File: config.mk
export PLATFORM = sky130hd
export DESIGN_NAME = latex_uart_tx
export DESIGN_NICKNAME = d
export VERILOG_FILES = /design/src/rtl/latex_uart_tx.sv
export SDC_FILE = /design/constraint.sdc
export NUM_CORES = 1
export LEC_CHECK = 0
export ABC_CLOCK_PERIOD_IN_PS = 2100
export BUFFER_PORTS_ARGS = -buffer_cell sky130_fd_sc_hd__clkbuf_2
export CAP_MARGIN = 10
export CELL_PAD_IN_SITES_DETAIL_PLACEMENT = 1
export CELL_PAD_IN_SITES_GLOBAL_PLACEMENT = 2
export CORE_ASPECT_RATIO = 0.6
export CORE_MARGIN = 1.5
export CORE_UTILIZATION = 39
export DETAILED_ROUTE_END_ITERATION = 8
export HOLD_SLACK_MARGIN = 0.05
export PLACE_DENSITY_LB_ADDON = 0.1
export SLEW_MARGIN = 20
export SYNTH_ARGS = -nofsm -noshare
export SYNTH_HDL_FRONTEND = slang
export SYNTH_SLANG_ARGS = --single-unit
export TNS_END_PERCENT = 50
File: constraint.sdc
create_clock -name clk -period 2.1 [get_ports clk]
set_input_delay 0.21 -clock clk [delete_from_list [all_inputs] [get_ports clk]]
set_output_delay 0.21 -clock clk [all_outputs]
set_load 0.05 [all_outputs]
File: src/rtl/latex_uart_tx.sv
// latex_uart_tx: byte FIFO feeding a registered 8N1 UART transmitter.
// A NUL byte from the upstream character stream goes out on the wire as a CR/LF pair.
module latex_uart_tx #(
    parameter int unsigned CLK_DIV = 16,
    parameter int unsigned DEPTH   = 8
) (
    input  logic                   clk,
    input  logic                   rst_n,
    input  logic [7:0]             in_data,
    input  logic                   in_valid,
    output logic                   in_ready,
    output logic                   tx,
    output logic                   busy,
    output logic [$clog2(DEPTH):0] fifo_count,
    output logic [15:0]            frame_cnt
);
    // state    | meaning
    // IDLE     | line high, pop next byte when the FIFO holds one
    // START    | start bit (low) for CLK_DIV cycles
    // DATA     | 8 data bits, LSB first, CLK_DIV cycles each
    // STOP     | stop bit (high) for CLK_DIV cycles
    // CRLF_GAP | separator between CR and LF halves of an expanded NUL

    localparam int unsigned AW      = $clog2(DEPTH);
    localparam int unsigned CW      = AW + 1;
    localparam int unsigned TW      = $clog2(CLK_DIV);
    localparam int unsigned GAP_LEN = 0;

    localparam logic [TW-1:0] BIT_LAST = TW'(CLK_DIV - 1);
    localparam logic [TW-1:0] GAP_LAST = TW'((GAP_LEN > 0) ? GAP_LEN - 1 : 0);
    localparam logic [7:0]    CHAR_CR  = 8'h0D;
    localparam logic [7:0]    CHAR_LF  = 8'h0A;

    localparam logic [2:0] IDLE     = 3'd0;
    localparam logic [2:0] START    = 3'd1;
    localparam logic [2:0] DATA     = 3'd2;
    localparam logic [2:0] STOP     = 3'd3;
    localparam logic [2:0] CRLF_GAP = 3'd4;

    logic [7:0]    mem [DEPTH];
    logic [AW-1:0] wr_ptr;
    logic [AW-1:0] rd_ptr;
    logic [CW-1:0] count_q;
    logic          push;
    logic          pop;
    logic [7:0]    head;

    logic [2:0]    state_q;
    logic [TW-1:0] timer_q;
    logic [2:0]    bit_idx_q;
    logic [7:0]    shreg_q;
    logic          lf_pend_q;
    logic          tx_q;
    logic          line_active_q;
    logic [15:0]   frame_cnt_q;
    logic          bit_end;
    logic          gap_end;
    logic          line_bit;

    // Full is judged from the count alone, so a same-cycle pop never admits a push at full.
    assign in_ready   = (count_q < CW'(DEPTH));
    assign push       = in_valid && in_ready;
    assign pop        = (state_q == IDLE) && (count_q != '0);
    assign head       = mem[rd_ptr];
    assign fifo_count = count_q;
    assign frame_cnt  = frame_cnt_q;
    assign tx         = tx_q;

    // line_active_q keeps busy high while the registered line still shows the final stop bit.
    assign busy = (count_q != '0) || (state_q != IDLE) || line_active_q;

    assign bit_end = (timer_q == BIT_LAST);
    assign gap_end = (timer_q == GAP_LAST);

    always_comb begin
        line_bit = 1'b1;
        case (state_q)
            START:   line_bit = 1'b0;
            DATA:    line_bit = shreg_q[0];
            default: line_bit = 1'b1;
        endcase
    end

    always_ff @(posedge clk) begin
        if (push) begin
            mem[wr_ptr] <= in_data;
        end
    end

    always_ff @(posedge clk or negedge rst_n) begin
        if (!rst_n) begin
            wr_ptr  <= '0;
            rd_ptr  <= '0;
            count_q <= '0;
        end else begin
            if (push) begin
                wr_ptr <= wr_ptr + AW'(1);
            end
            if (pop) begin
                rd_ptr <= rd_ptr + AW'(1);
            end
            case ({push, pop})
                2'b10:   count_q <= count_q + CW'(1);
                2'b01:   count_q <= count_q - CW'(1);
                default: count_q <= count_q;
            endcase
        end
    end

    always_ff @(posedge clk or negedge rst_n) begin
        if (!rst_n) begin
            state_q       <= IDLE;
            timer_q       <= '0;
            bit_idx_q     <= '0;
            shreg_q       <= '0;
            lf_pend_q     <= 1'b0;
            tx_q          <= 1'b1;
            line_active_q <= 1'b0;
            frame_cnt_q   <= '0;
        end else begin
            tx_q          <= line_bit;
            line_active_q <= (state_q != IDLE);
            case (state_q)
                IDLE: begin
                    timer_q   <= '0;
                    bit_idx_q <= '0;
                    if (pop) begin
                        state_q   <= START;
                        lf_pend_q <= (head == 8'h00);
                        shreg_q   <= (head == 8'h00) ? CHAR_CR : head;
                    end
                end
                START: begin
                    timer_q <= bit_end ? '0 : timer_q + TW'(1);
                    if (bit_end) begin
                        state_q   <= DATA;
                        bit_idx_q <= '0;
                    end
                end
                DATA: begin
                    timer_q <= bit_end ? '0 : timer_q + TW'(1);
                    if (bit_end) begin
                        shreg_q <= {1'b0, shreg_q[7:1]};
                        if (bit_idx_q == 3'd7) begin
                            state_q <= STOP;
                        end else begin
                            bit_idx_q <= bit_idx_q + 3'd1;
                        end
                    end
                end
                STOP: begin
                    timer_q <= bit_end ? '0 : timer_q + TW'(1);
                    if (bit_end) begin
                        frame_cnt_q <= frame_cnt_q + 16'd1;
                        if (lf_pend_q) begin
                            lf_pend_q <= 1'b0;
                            shreg_q   <= CHAR_LF;
                            // A zero-length gap chains the LF start bit straight onto the CR stop bit.
                            state_q   <= (GAP_LEN == 0) ? START : CRLF_GAP;
                        end else begin
                            state_q <= IDLE;
                        end
                    end
                end
                CRLF_GAP: begin
                    timer_q <= gap_end ? '0 : timer_q + TW'(1);
                    if (gap_end) begin
                        state_q <= START;
                    end
                end
                default: begin
                    state_q <= IDLE;
                    timer_q <= '0;
                end
            endcase
        end
    end

endmodule

# Word-level counts from Yosys, hierarchy flattened
# Memory sizes are Yosys's and may differ from the RTL's.
# Cells that the tools add are included.
# word_totals
regBits,47
ram_bits,64
in_bits,11
word_cells,83
n_memories,1
# op_classes
n_addsub,7
magnitude_cmp,1
n_eq_ne,16
muxes,28
n_reduce_logical,19
# mem_list
memory,words,width,read_ports,rd_clocked_by_memory_dff,wr,line_no,rtl
mem,8,8,1,0,1,40,logic [7:0] mem [DEPTH];
# ops
cell,n
$mux 8,5
$mux 3,9
$pmux 8 s3,1
$add 16x1->16 const B,1
$ne 2x2->1 const B,8
$pmux 4 s2,2
$pmux 3 s5,1
$add 3x1->3 const B,3
$pmux 3 s3,1
$reduce_bool 3->1,3
$add 4x1->4 const B,2
$logic_not 8->1,1
$mux 4,2
$eq 3x2->1 const B,2
$eq 3x3->1 const B,2
$reduce_and 6->1,1
$mux 1,5
$reduce_and 5->1,1
$eq 4x4->1 const B,1
$logic_not 4->1,1
$lt 4x4->1 const B,1
$pmux 1 s2,2
$reduce_and 4->1,1
$reduce_bool 2->1,2
other kinds (11),13

# Logic depth before layout (Yosys ltp)
# Gate-level depths: netlist of run 1.
# An unclocked memory read counts as a cell.
# logic_depth
word_depth,5
depth_mapped,11
mapped_depth_nobuf,11

# Worst setup path before layout of run 1
# Ideal clock, no wire load.
# synth_path
kind,register to register
from,reg count_q[1] (netlist: fifo_count[1])
to,reg count_q[2] (netlist: fifo_count[2])
arrival_time_ns,2.431
path_slack_ns,-0.477
path_stages_with_launch,11
n_path_buf,0
path_cell_list,dfrtp_1 nor4_1 nand2b_1 inv_2 ha_1 xor2_1 ha_1 a21oi_1 xor2_1 nor2_1 xor2_1
# synth_via
elab_chain_cells,4
word_cells_on_any_way,10
# synth_rtl
element,line_no,rtl
start: declaration,43,logic [CW-1:0] count_q;
start signal: assignment,103,2'b10: count_q <= count_q + CW'(1);
start signal: assignment,104,2'b01: count_q <= count_q - CW'(1);
start signal: assignment,105,default: count_q <= count_q;
$reduce_bool 4->1 *,63,assign pop = (state_q == IDLE) && (count_q != '0);
$logic_and 1x1->1 *,63,
named net pop,45,logic pop;
$eq 2x1->1 or $eq 2x2->1 (tied branches),102,"case ({push, pop})"
$pmux 4 s2 or $reduce_bool 2->1 (tied branches),--,
# Mark *: on every way through the listed nets, which the timed path passes. The rest lies on a longest branch.
# A chain may end at the register's enable or synchronous reset.

# Worst setup path in the final report of run 1
# layout_path
from,reg rd_ptr[1]
to,reg shreg_q[3]
# layout_via
elab_chain_cells,5
# layout_rtl
element,line_no,rtl
start: declaration,42,logic [AW-1:0] rd_ptr;
start signal: assignment,100,rd_ptr <= rd_ptr + AW'(1);
$mem_v2 8x8 *,--,
$logic_not 8->1,130,shreg_q <= (head == 8'h00) ? CHAR_CR : head;
$mux 8 *,130,
$mux 8 *,127,if (pop) begin
$pmux 8 s3 *,123,case (state_q)
end signal: assignment,130,
end signal: assignment,143,"shreg_q <= {1'b0, shreg_q[7:1]};"
end: declaration,51,logic [7:0] shreg_q;
# Every way passes the cells marked *; elsewhere a longest branch is shown, timed or not. The select of a mux whose other input is x is not followed.

==> results of run 1 <==
==> registers in the layout, summed over array words and instances, names as in the netlist <==
register / flops
bit_idx_q: 3
fifo_count: 4
frame_cnt: 16
lf_pend_q: 1
line_active_q: 1
mem: 64
rd_ptr: 3
shreg_q: 8
state_q: 2
timer_q: 4
tx: 1
wr_ptr: 3
==> area by class of cell <==
type                            instances  share of cell area
Sequential cell                       110               0.528
Tap cell                              165              0.0354
Inverter                                8             0.00557
Multi-Input combinational cell        219               0.306
Clock inverter                          6             0.00750
Timing Repair Buffer                   68              0.0783
Clock buffer                           10              0.0392
==> per-layer routing <==
metal / routed length (microns) / share of wire / GRT usage / vias up
li1: - / - / - / 1433
met4: 89 / 0.0078 / 0.0436 / 0
met2: 4430 / 0.39 / 0.247 / 44
met3: 497 / 0.044 / 0.0429 / 8
met5: 0 / 0 / 0 / -
met1: 6370 / 0.56 / 0.305 / 1568
==> metrics by stage <==
step           power (W)  setup WS, ns  hold WS [ns]  instances  area (sq um)
2_1_floorplan    0.00324       -0.0917       -0.0856        350          4930
3_3_place_gp     0.00356        -0.145         0.253        567          5490
3_5_place_dp     0.00358        -0.290         0.255        567          5490
4_1_cts          0.00519       -0.0960         0.141        584          5780
5_1_grt          0.00537        -0.191         0.152        586          5840
6_report         0.00512       -0.0873         0.152        586          5840
==> report_power, final <==
part           leakage [nW]  total [W]  internal (W)  switching, W
combinational          1.02   0.000849      0.000313      0.000536
sequential             1.16    0.00269       0.00252      0.000171
clock                 0.135    0.00158      0.000812      0.000772
==> Yosys cell counts, types with 6 or more instances <==
master	n	share of area
edfxtp_1	64	0.39
dfrtp_1	45	0.23
nand2_1	31	0.024
nor2_1	22	0.017
a21oi_1	16	0.016
mux4_2	16	0.074
xnor2_1	15	0.027
ha_1	14	0.036
nor3_1	12	0.012
xor2_1	10	0.018
mux2i_1	8	0.016
inv_1	7	0.0054
nand3_1	7	0.0072
clkbuf_1	6	0.0046
nor2b_1	6	0.0077
o21ai_1	6	0.0062
==> path summary, 6_finish.rpt <==
kind                          startpoint             to  slack [ns]  cells past startpoint
setup / recovery               rd_ptr[1]     shreg_q[3]       -0.09                      5
hold / removal                in_data[6]      mem[2][6]        0.15                      1
setup reg to reg               rd_ptr[1]     shreg_q[3]       -0.09                      5
hold reg to reg            frame_cnt[15]  frame_cnt[15]        0.48                      1
max in group asynchronous          rst_n      wr_ptr[2]        1.07                      3
min in group asynchronous          rst_n   frame_cnt[8]        0.40                      2
==> timing repair <==
item	4_1_cts	5_1_grt
setup endpoints to repair	7	7
hold buffers	1	0
pin swaps	0	2
resized for setup	5	6
endpoints found under the hold margin	21	0
setup buffers	0	2
cloned	0	0
==> cell families (layout without fill, tap and decap cells) <==
kind of cell	after synthesis	count (layout)	share of synthesized area
fa+ha+maj	14	14	0.0359
mux	28	28	0.0995
xor+xnor	25	25	0.0449
compound gates	49	49	0.0667
flops	110	110	0.630
buf+inv	21	92	0.0205
simple gates	103	103	0.103
==> results.md, run 1 <==
* CTS Sinks at between 100 and 150
* Sequential fraction of the synthesis area at 0.630
* I/O pin count at 34
* GRT overflow at 0
* Vias in the first global route at 3074
* Transition time of the tightest slew-check pin at between 0.6 and 0.7 ns
* Crit-path cells: mux4_2 > mux2i_2 > nand4_1 > a221o_1 > a221oi_2
* Max Clock Skew at about 0.0089 ns
* Period utilisation layout at 1.04
* Commonest cells after routing, fill and taps aside: edfxtp_1, dfrtp_1, clkbuf_2, nand2_1, buf_4
* Die W at around 150 microns
* Synth Area per Inst at ~14 sq um
* Clk buf depth at 2
* RSZ-0062 raised after global routing: true
* First-pass GRT wire length at about 18000 microns
* Filler cells at between 1000 and 1500
* Top delay family on crit path: multiplexers
* Final WS setup at -0.0873 ns
* Syn_nets at approximately 380
* Total Wirelength at ~11000 microns
* Pin count of the biggest net entering global routing at 25
* CTS tree: done
* Post-DP HPWL at between 8000 and 9000 microns
* Min-Delay Path Class: input port to register
* MaxCap Viol Count at 0
* Maximum VDD drop at between 0.0004 and 0.0005 V
* Post-Route Setup TNS at -0.127 ns
* Core outline area at roughly 12000 sq um
* Gpl congestion at roughly 0.78
* DRC errors left at 0
* Skew-Pair Late Insertion Delay at between 0.3 and 0.4 ns
* Post-DR wirelength/cell at 19.4 microns
* Initial Util at 0.402
* Top_reg_cell synth: edfxtp_1
* DIE AREA at approximately 13000 sq um
* #FFs+latches synth at 110
* Slew HR at 0.590
* Fmax at 457 MHz
* Post-synth ARST share at 0.418
* Failing checks: negative setup slack
* CTS root buffer: clkbuf_16
* Slew Viols, Final at 0
* Synth warn at 0
* Row Count at 31
* Reg clk slew, reported paths at roughly 0.07 ns
* Area Growth Syn to Fin at 19.6%
* Initial antenna violation count at 0
* Startpoint Class: register
* Cts bufs inserted at 9
* H-tree depth at 3
* Library cells used by synthesis at 44
* Post-layout util at 0.481
* Synthesized cell area at ~4900 sq um
* P_leak at approximately 2.3 nW
* Crit path max-delay cell type: mux4_2
* 1st-iter DRT viols at 154
* Vias per inst at approximately 5.2
* CP Buf/Inv Count at 0
* Antenna Nets Post-Route at 0
* Syn Inst Count at 350
* Worst EP required at about 2.4 ns
* Final nets at about 440
* Final setup fails at 4
* P per Cell Area at slightly below 900 nW/um^2
* Max incr delay on CP at ~0.55 ns
* WP data arrival at 2.44 ns
* Final Hold Fails at 0
* Status: finished, violations left
* DR vias at 3053
* Footprint of the multi-input gates at 1780 sq um
* I/O Buffers at 33
* Die Y at roughly 90 microns
* Commonest non-fill, non-tap cell in the layout: edfxtp_1
* GRT Total Usage at 0.187
* EDFF count, synth at 64
* Share of post-route cells with drive strength above 1 at 0.287
* CP endpoint kind: register
* 1st-pass router iterations at 4
* Register area at between 3000 and 4000 sq um
* Crit Path Class: register to register
* Tmin final at roughly 2.2 ns
* CP max FO at 8
* Antenna diode count at 0
Power figures use the tool's default switching activity.
==> run 2: changes to the inputs <==
--- a/config.mk
+++ b/config.mk
@@ -11,7 +11,7 @@
 export CELL_PAD_IN_SITES_DETAIL_PLACEMENT = 1
 export CELL_PAD_IN_SITES_GLOBAL_PLACEMENT = 2
 export CORE_ASPECT_RATIO = 0.6
-export CORE_MARGIN = 1.5
+export CORE_MARGIN = 4
 export CORE_UTILIZATION = 39
 export DETAILED_ROUTE_END_ITERATION = 8
 export HOLD_SLACK_MARGIN = 0.05
==> run 2 against run 1 <==
The run still ends with negative setup slack left. Register-to-register slack got worse by 0.03 ns. Final cell count grew 1.4%. Maximum frequency decreased by 1.3%. Critical path type unchanged. Critical endpoint unchanged. Largest cell class unchanged. Largest power group unchanged.
==> results.md, run 2 (synthesized netlist as in run 1, its figures left out) <==
* Slew HR at 0.649
* Row Count at 31
* Commonest cells after routing, fill and taps aside: edfxtp_1, buf_4, dfrtp_1, clkbuf_2, nand2_1
* Die Y at roughly 95 microns
* Fmax at 451 MHz
* Final WS setup at -0.117 ns
* Total Wirelength at 11500 microns
* Area Growth Syn to Fin at 21.6%
* Cells on Worst Hold Path at 1
* Final setup fails at 4
* Commonest non-fill, non-tap cell in the layout: edfxtp_1
* Min-Delay Path Class: input port to register
* Post-DP HPWL at between 8000 and 9000 microns
* GRT Total Usage at 0.173
* DR vias at roughly 3000
* Hold endpoint: mem[2][5]
* Startpoint Class: register
* I/O Buffers at 33
* CP max FO at 8
* P_leak at about 2.4 nW
* CTS tree: done
* Transition time of the tightest slew-check pin at about 0.53 ns
* RSZ-0062 raised after global routing: true
* Vias per inst at around 5.2
* Crit Path Class: register to register
* Worst reg2reg endpoint: shreg_q[3]
* Reg clk slew, reported paths at ~0.070 ns
* DIE AREA at roughly 14000 sq um
* Vias in the first global route at between 3000 and 4000
* Crit-path cells: mux4_2 > mux2i_2 > nand4_1 > a221o_1 > a221oi_2
* 1st-iter DRT viols at ~180
* Period utilisation layout at 1.06
* Final Hold Fails at 0
* Antenna Nets Post-Route at 0
* MaxCap Viol Count at 0
* Cts bufs inserted at 9
* Largest Register: mem
* R2r worst-path depth at 5
* Top delay family on crit path: multiplexers
* Crit path max-delay cell type: mux4_2
* Slew Viols, Final at 0
* Register-to-register path setup slack at -0.12 ns
* Gpl congestion at a little under 0.8
* I/O pin count at 34
* H-tree depth at 3
* First-pass GRT wire length at approximately 19000 microns
* Share of post-route cells with drive strength above 1 at 0.310
* DRC errors left at 0
* 1st-pass router iterations at 4
* Initial Util at 0.402
* CP endpoint kind: register
* Failing checks: negative setup slack
* Hold Crit Start: in_data[5]
* P per Cell Area at ~900 nW/um^2
* CTS root buffer: clkbuf_16
* Max incr delay on CP at around 0.56 ns
* Clk buf depth at 2
* Worst EP required at around 2.4 ns
* CP Buf/Inv Count at 0
* DP Worst Slack at -0.259 ns
* Number of flip-flops in the largest register at 64
* CTS Sinks at 110
* Pin count of the biggest net entering global routing at 22
* Antenna diode count at 0
* Tmin final at between 2 and 2.5 ns
* Worst R2R Start: rd_ptr[1]
* Final nets at approximately 450
* GRT overflow at 0
* WP data arrival at 2.47 ns
* Post-DR wirelength/cell at slightly below 20 microns
* Worst Hold Slack at ~0.16 ns
* Status: finished, violations left
* Core outline area at around 12000 sq um
* Max Clock Skew at 0.00586 ns
* Maximum VDD drop at 0.000448 V
* Skew-Pair Late Insertion Delay at approximately 0.34 ns
* Die W at 152 microns
* Total power at 0.00539 W
* Initial antenna violation count at 0
==> run 2: cell types whose count changed in the layout (fill, tap and decap cells not counted), sizes merged <==
| cell | delta |
|---|---|
| buf | +9 |
| clkbuf | -2 |
| bufinv | +2 |
| clkinv | -1 |
==> run 2: area by class of cell <==
class	instances	area (sq um)
fill	1227	6200
sequential	110	3080
multi-input combinational	219	1790
timing repair buffer	76	508
clock buffer	9	225
tap	165	206
clock inverter	7	95.1
inverter	8	32.5
==> run 2: worst max path at each step <==
stage	from	end	slack (ns)	cells past startpoint
after floorplan	fifo_count[1]	fifo_count[2]	-0.09	10
after global placement	rd_ptr[1]	shreg_q[3]	-0.16	5
after detailed placement	rd_ptr[1]	shreg_q[3]	-0.26	5
after CTS	rd_ptr[1]	shreg_q[3]	-0.10	5
after global routing	rd_ptr[1]	shreg_q[3]	-0.16	5
final	rd_ptr[1]	shreg_q[3]	-0.12	5
==> run 2: timing repair <==
action                                  4_1_cts  5_1_grt
setup buffers                                 1        3
pin swaps                                     3        2
hold endpoints to repair                     18        0
hold buffers                                  1        0
endpoints found under the setup margin        7        8
resized for setup                             9        7
==> run 2: power breakdown <==
| group | total (W) | internal [W] | switching (W) |
|---|---|---|---|
| sequential | 0.00267 | 0.00252 | 0.000155 |
| combinational | 0.000893 | 0.000337 | 0.000556 |
| clock | 0.00183 | 0.00105 | 0.000777 |
| total | 0.00539 | 0.00390 | 0.00149 |
==> run 2: routing by layer <==
layer,global-route usage,share of wire
met1,0.280,0.49
met2,0.227,0.41
met3,0.0417,0.090
met4,0.0445,0.0059
met5,0,0
==> run 2: per-stage QoR <==
step	util	instances	cell area [sq um]	TNS, ns
2_1_floorplan	-	350	4930	-0.0917
3_3_place_gp	0.455	573	5520	-0.426
3_5_place_dp	0.455	573	5520	-0.817
4_1_cts	0.485	591	5890	-0.265
5_1_grt	0.489	594	5940	-0.638
6_report	0.489	594	5940	-0.262
==> run 2: worst register-to-register path, stage by stage, from the launching register on <==
cell      delay, ns
dfrtp_2        0.52
mux4_2         0.56
mux2i_2        0.22
nand4_1        0.21
a221o_1        0.39
a221oi_2       0.23
==> run 3: changes to the inputs <==
--- a/config.mk
+++ b/config.mk
@@ -16,6 +16,7 @@
 export DETAILED_ROUTE_END_ITERATION = 8
 export HOLD_SLACK_MARGIN = 0.05
 export PLACE_DENSITY_LB_ADDON = 0.1
+export SKIP_LAST_GASP = 1
 export SLEW_MARGIN = 20
 export SYNTH_ARGS = -nofsm -noshare
 export SYNTH_HDL_FRONTEND = slang
==> run 3 against run 2 <==
The flow still finishes with violations (negative setup slack). Register-to-register slack improved by 0.03 ns. Die area did not move. Cell area barely moved. Critical path type unchanged.
==> results.md, run 3 (synthesized netlist as in run 1, its figures left out) <==
* Number of flip-flops in the largest register at 64
* Clk buf depth at 2
* Pint at between 0.003 and 0.004 W
* RSZ-0062 raised after global routing: true
* Final WS setup at -0.0874 ns
* Post-DR wirelength/cell at approximately 20 microns
* Worst reg2reg endpoint: shreg_q[3]
* WP data arrival at between 2 and 2.5 ns
* 1st-pass router iterations at 4
* DR vias at 3083
* Core outline area at around 12000 sq um
* Die Y at about 95 microns
* Post-DP HPWL at about 8600 microns
* Final nets at roughly 450
* Transition time of the tightest slew-check pin at 0.526 ns
* Cts bufs inserted at 9
* Filler cells at approximately 1200
* Area Growth Syn to Fin at 21.7%
* Max incr delay on CP at 0.56 ns
* Pin count of the biggest net entering global routing at 22
* Slew HR at 0.650
* Max Clock Skew at 0.00705 ns
* Period utilisation layout at 1.04
* Non-filler cells in the finished layout at around 590
* Status: finished, violations left
* 1st-iter DRT viols at 182
* Commonest non-fill, non-tap cell in the layout: edfxtp_1
* Worst path depth at 5
* Initial Util at 0.402
* Worst EP required at between 2 and 2.5 ns
* Placed cell count at around 570
* Part of the power in combinational logic at 0.167
* Final Hold Fails at 0
* CTS root buffer: clkbuf_16
* Vias per inst at between 5 and 6
* Row Count at 31
* Tmin final at about 2.2 ns
* Crit-path cells: mux4_2 > mux2i_2 > nand4_1 > a221o_1 > a221oi_2
* Final setup fails at 4
* I/O pin count at 34
* GRT Total Usage at 0.173
* Crit path max-delay cell type: mux4_2
* GRT overflow at 0
* CP max FO at 8
* Largest Register: mem
* Min-Delay Path Class: input port to register
* Share of post-route cells with drive strength above 1 at 0.308
* MaxCap Viol Count at 0
* P per Cell Area at slightly above 900 nW/um^2
* Share of power burned in registers at 0.495
* P_leak at 2.38 nW
* Register area at between 3000 and 4000 sq um
* Footprint of the multi-input gates at between 1500 and 2000 sq um
* I/O Buffers at 33
* Clock share of power at 0.339
* Skew-Pair Late Insertion Delay at roughly 0.35 ns
* Reg clk slew, reported paths at roughly 0.070 ns
* Antenna diode count at 0
* Cells on Worst Hold Path at 1
* Sw Pwr at around 0.0015 W
* CTS Sinks at 110
* Fmax at about 460 MHz
* R2r worst-path depth at 5
* Failing checks: negative setup slack
* Maximum VDD drop at ~0.00045 V
* H-tree depth at 3
* Slew Viols, Final at 0
* First-pass GRT wire length at ~19000 microns
* DRC errors left at 0
* Worst R2R Start: rd_ptr[1]
* CP endpoint kind: register
* Sw Ratio at 0.277
* Total Wirelength at roughly 12000 microns
* Crit Path Class: register to register
* Commonest cells after routing, fill and taps aside: edfxtp_1, buf_4, dfrtp_1, clkbuf_2, nand2_1
* DP Worst Slack at -0.259 ns
* CP Capture Point: shreg_q[3]
* Top delay family on crit path: multiplexers
* CP startpoint: rd_ptr[1]
* CTS tree: done
* Vias in the first global route at approximately 3200
* Gpl congestion at 0.785
* Register-to-register path setup slack at -0.09 ns
* Initial antenna violation count at 0
* DIE AREA at 14400 sq um
* Die W at approximately 150 microns
* Startpoint Class: register
* CP Buf/Inv Count at 0
* Antenna Nets Post-Route at 0
==> run 3: cell count changes in the layout (fill, tap and decap cells not counted) <==
cell	before	now
and3_2	1	0
ha_2	2	1
and3_1	4	5
xor2_1	10	9
ha_1	11	12
xor2_2	0	1
==> run 3: power groups by stage <==
stage	clock (W)	combinational, W	sequential, W
floorplan	0	0.000392	0.00284
global placement	0	0.000865	0.00271
detailed placement	0	0.000885	0.00272
CTS	0.00188	0.000894	0.00268
global route	0.00200	0.000996	0.00270
finish	0.00183	0.000900	0.00267
==> run 3: worst register-to-register path, stage by stage, from the launching register on <==
cell      delay (ns)
dfrtp_2         0.52
mux4_2          0.56
mux2i_2         0.22
nand4_1         0.19
a221o_1         0.38
a221oi_2        0.23
==> run 3: how the worst min path moves through the flow <==
| stage | start | to | slack, ns |
|---|---|---|---|
| global placement | rst_n | fifo_count[3] | 0.24 |
| finish | in_data[5] | mem[2][5] | 0.15 |
| detailed placement | rst_n | fifo_count[3] | 0.22 |
| floorplan | rst_n | bit_idx_q[0] | -0.09 |
| global route | in_data[3] | mem[0][3] | 0.15 |
| CTS | in_data[3] | mem[0][3] | 0.14 |
==> run 3: per-stage QoR <==
stage	TNS [ns]	util	hold slack, ns	instance area (sq um)	total power (W)
6_report	-0.138	0.489	0.155	5940	0.00540
5_1_grt	-0.712	0.489	0.153	5940	0.00569
4_1_cts	-0.428	0.484	0.144	5880	0.00545
3_5_place_dp	-0.817	0.455	0.218	5520	0.00361
3_3_place_gp	-0.426	0.455	0.239	5520	0.00357
2_1_floorplan	-0.0917	-	-0.0856	4930	0.00324
==> run 3: final cells by class <==
type | count | area share
inverter | 8 | 0.00548
timing repair buffer | 76 | 0.0855
sequential | 110 | 0.519
clock buffer | 9 | 0.0379
clock inverter | 7 | 0.0160
multi-input combinational | 219 | 0.301
tap | 165 | 0.0348
==> run 3: layer usage <==
| metal | vias up | global-route usage | routed length [microns] |
|---|---|---|---|
| li1 | 1454 | - | - |
| met4 | 0 | 0.0445 | 101 |
| met5 | - | 0 | 0 |
| met2 | 68 | 0.227 | 4690 |
| met1 | 1553 | 0.280 | 6030 |
| met3 | 8 | 0.0417 | 762 |
==> run 3: timing repair <==
item	4_1_cts	5_1_grt
setup endpoints to repair	7	9
cloned	0	0
endpoints found under the hold margin	18	0
hold buffers	1	0
pin swaps	2	7
resized for setup	5	12
setup buffers	1	3
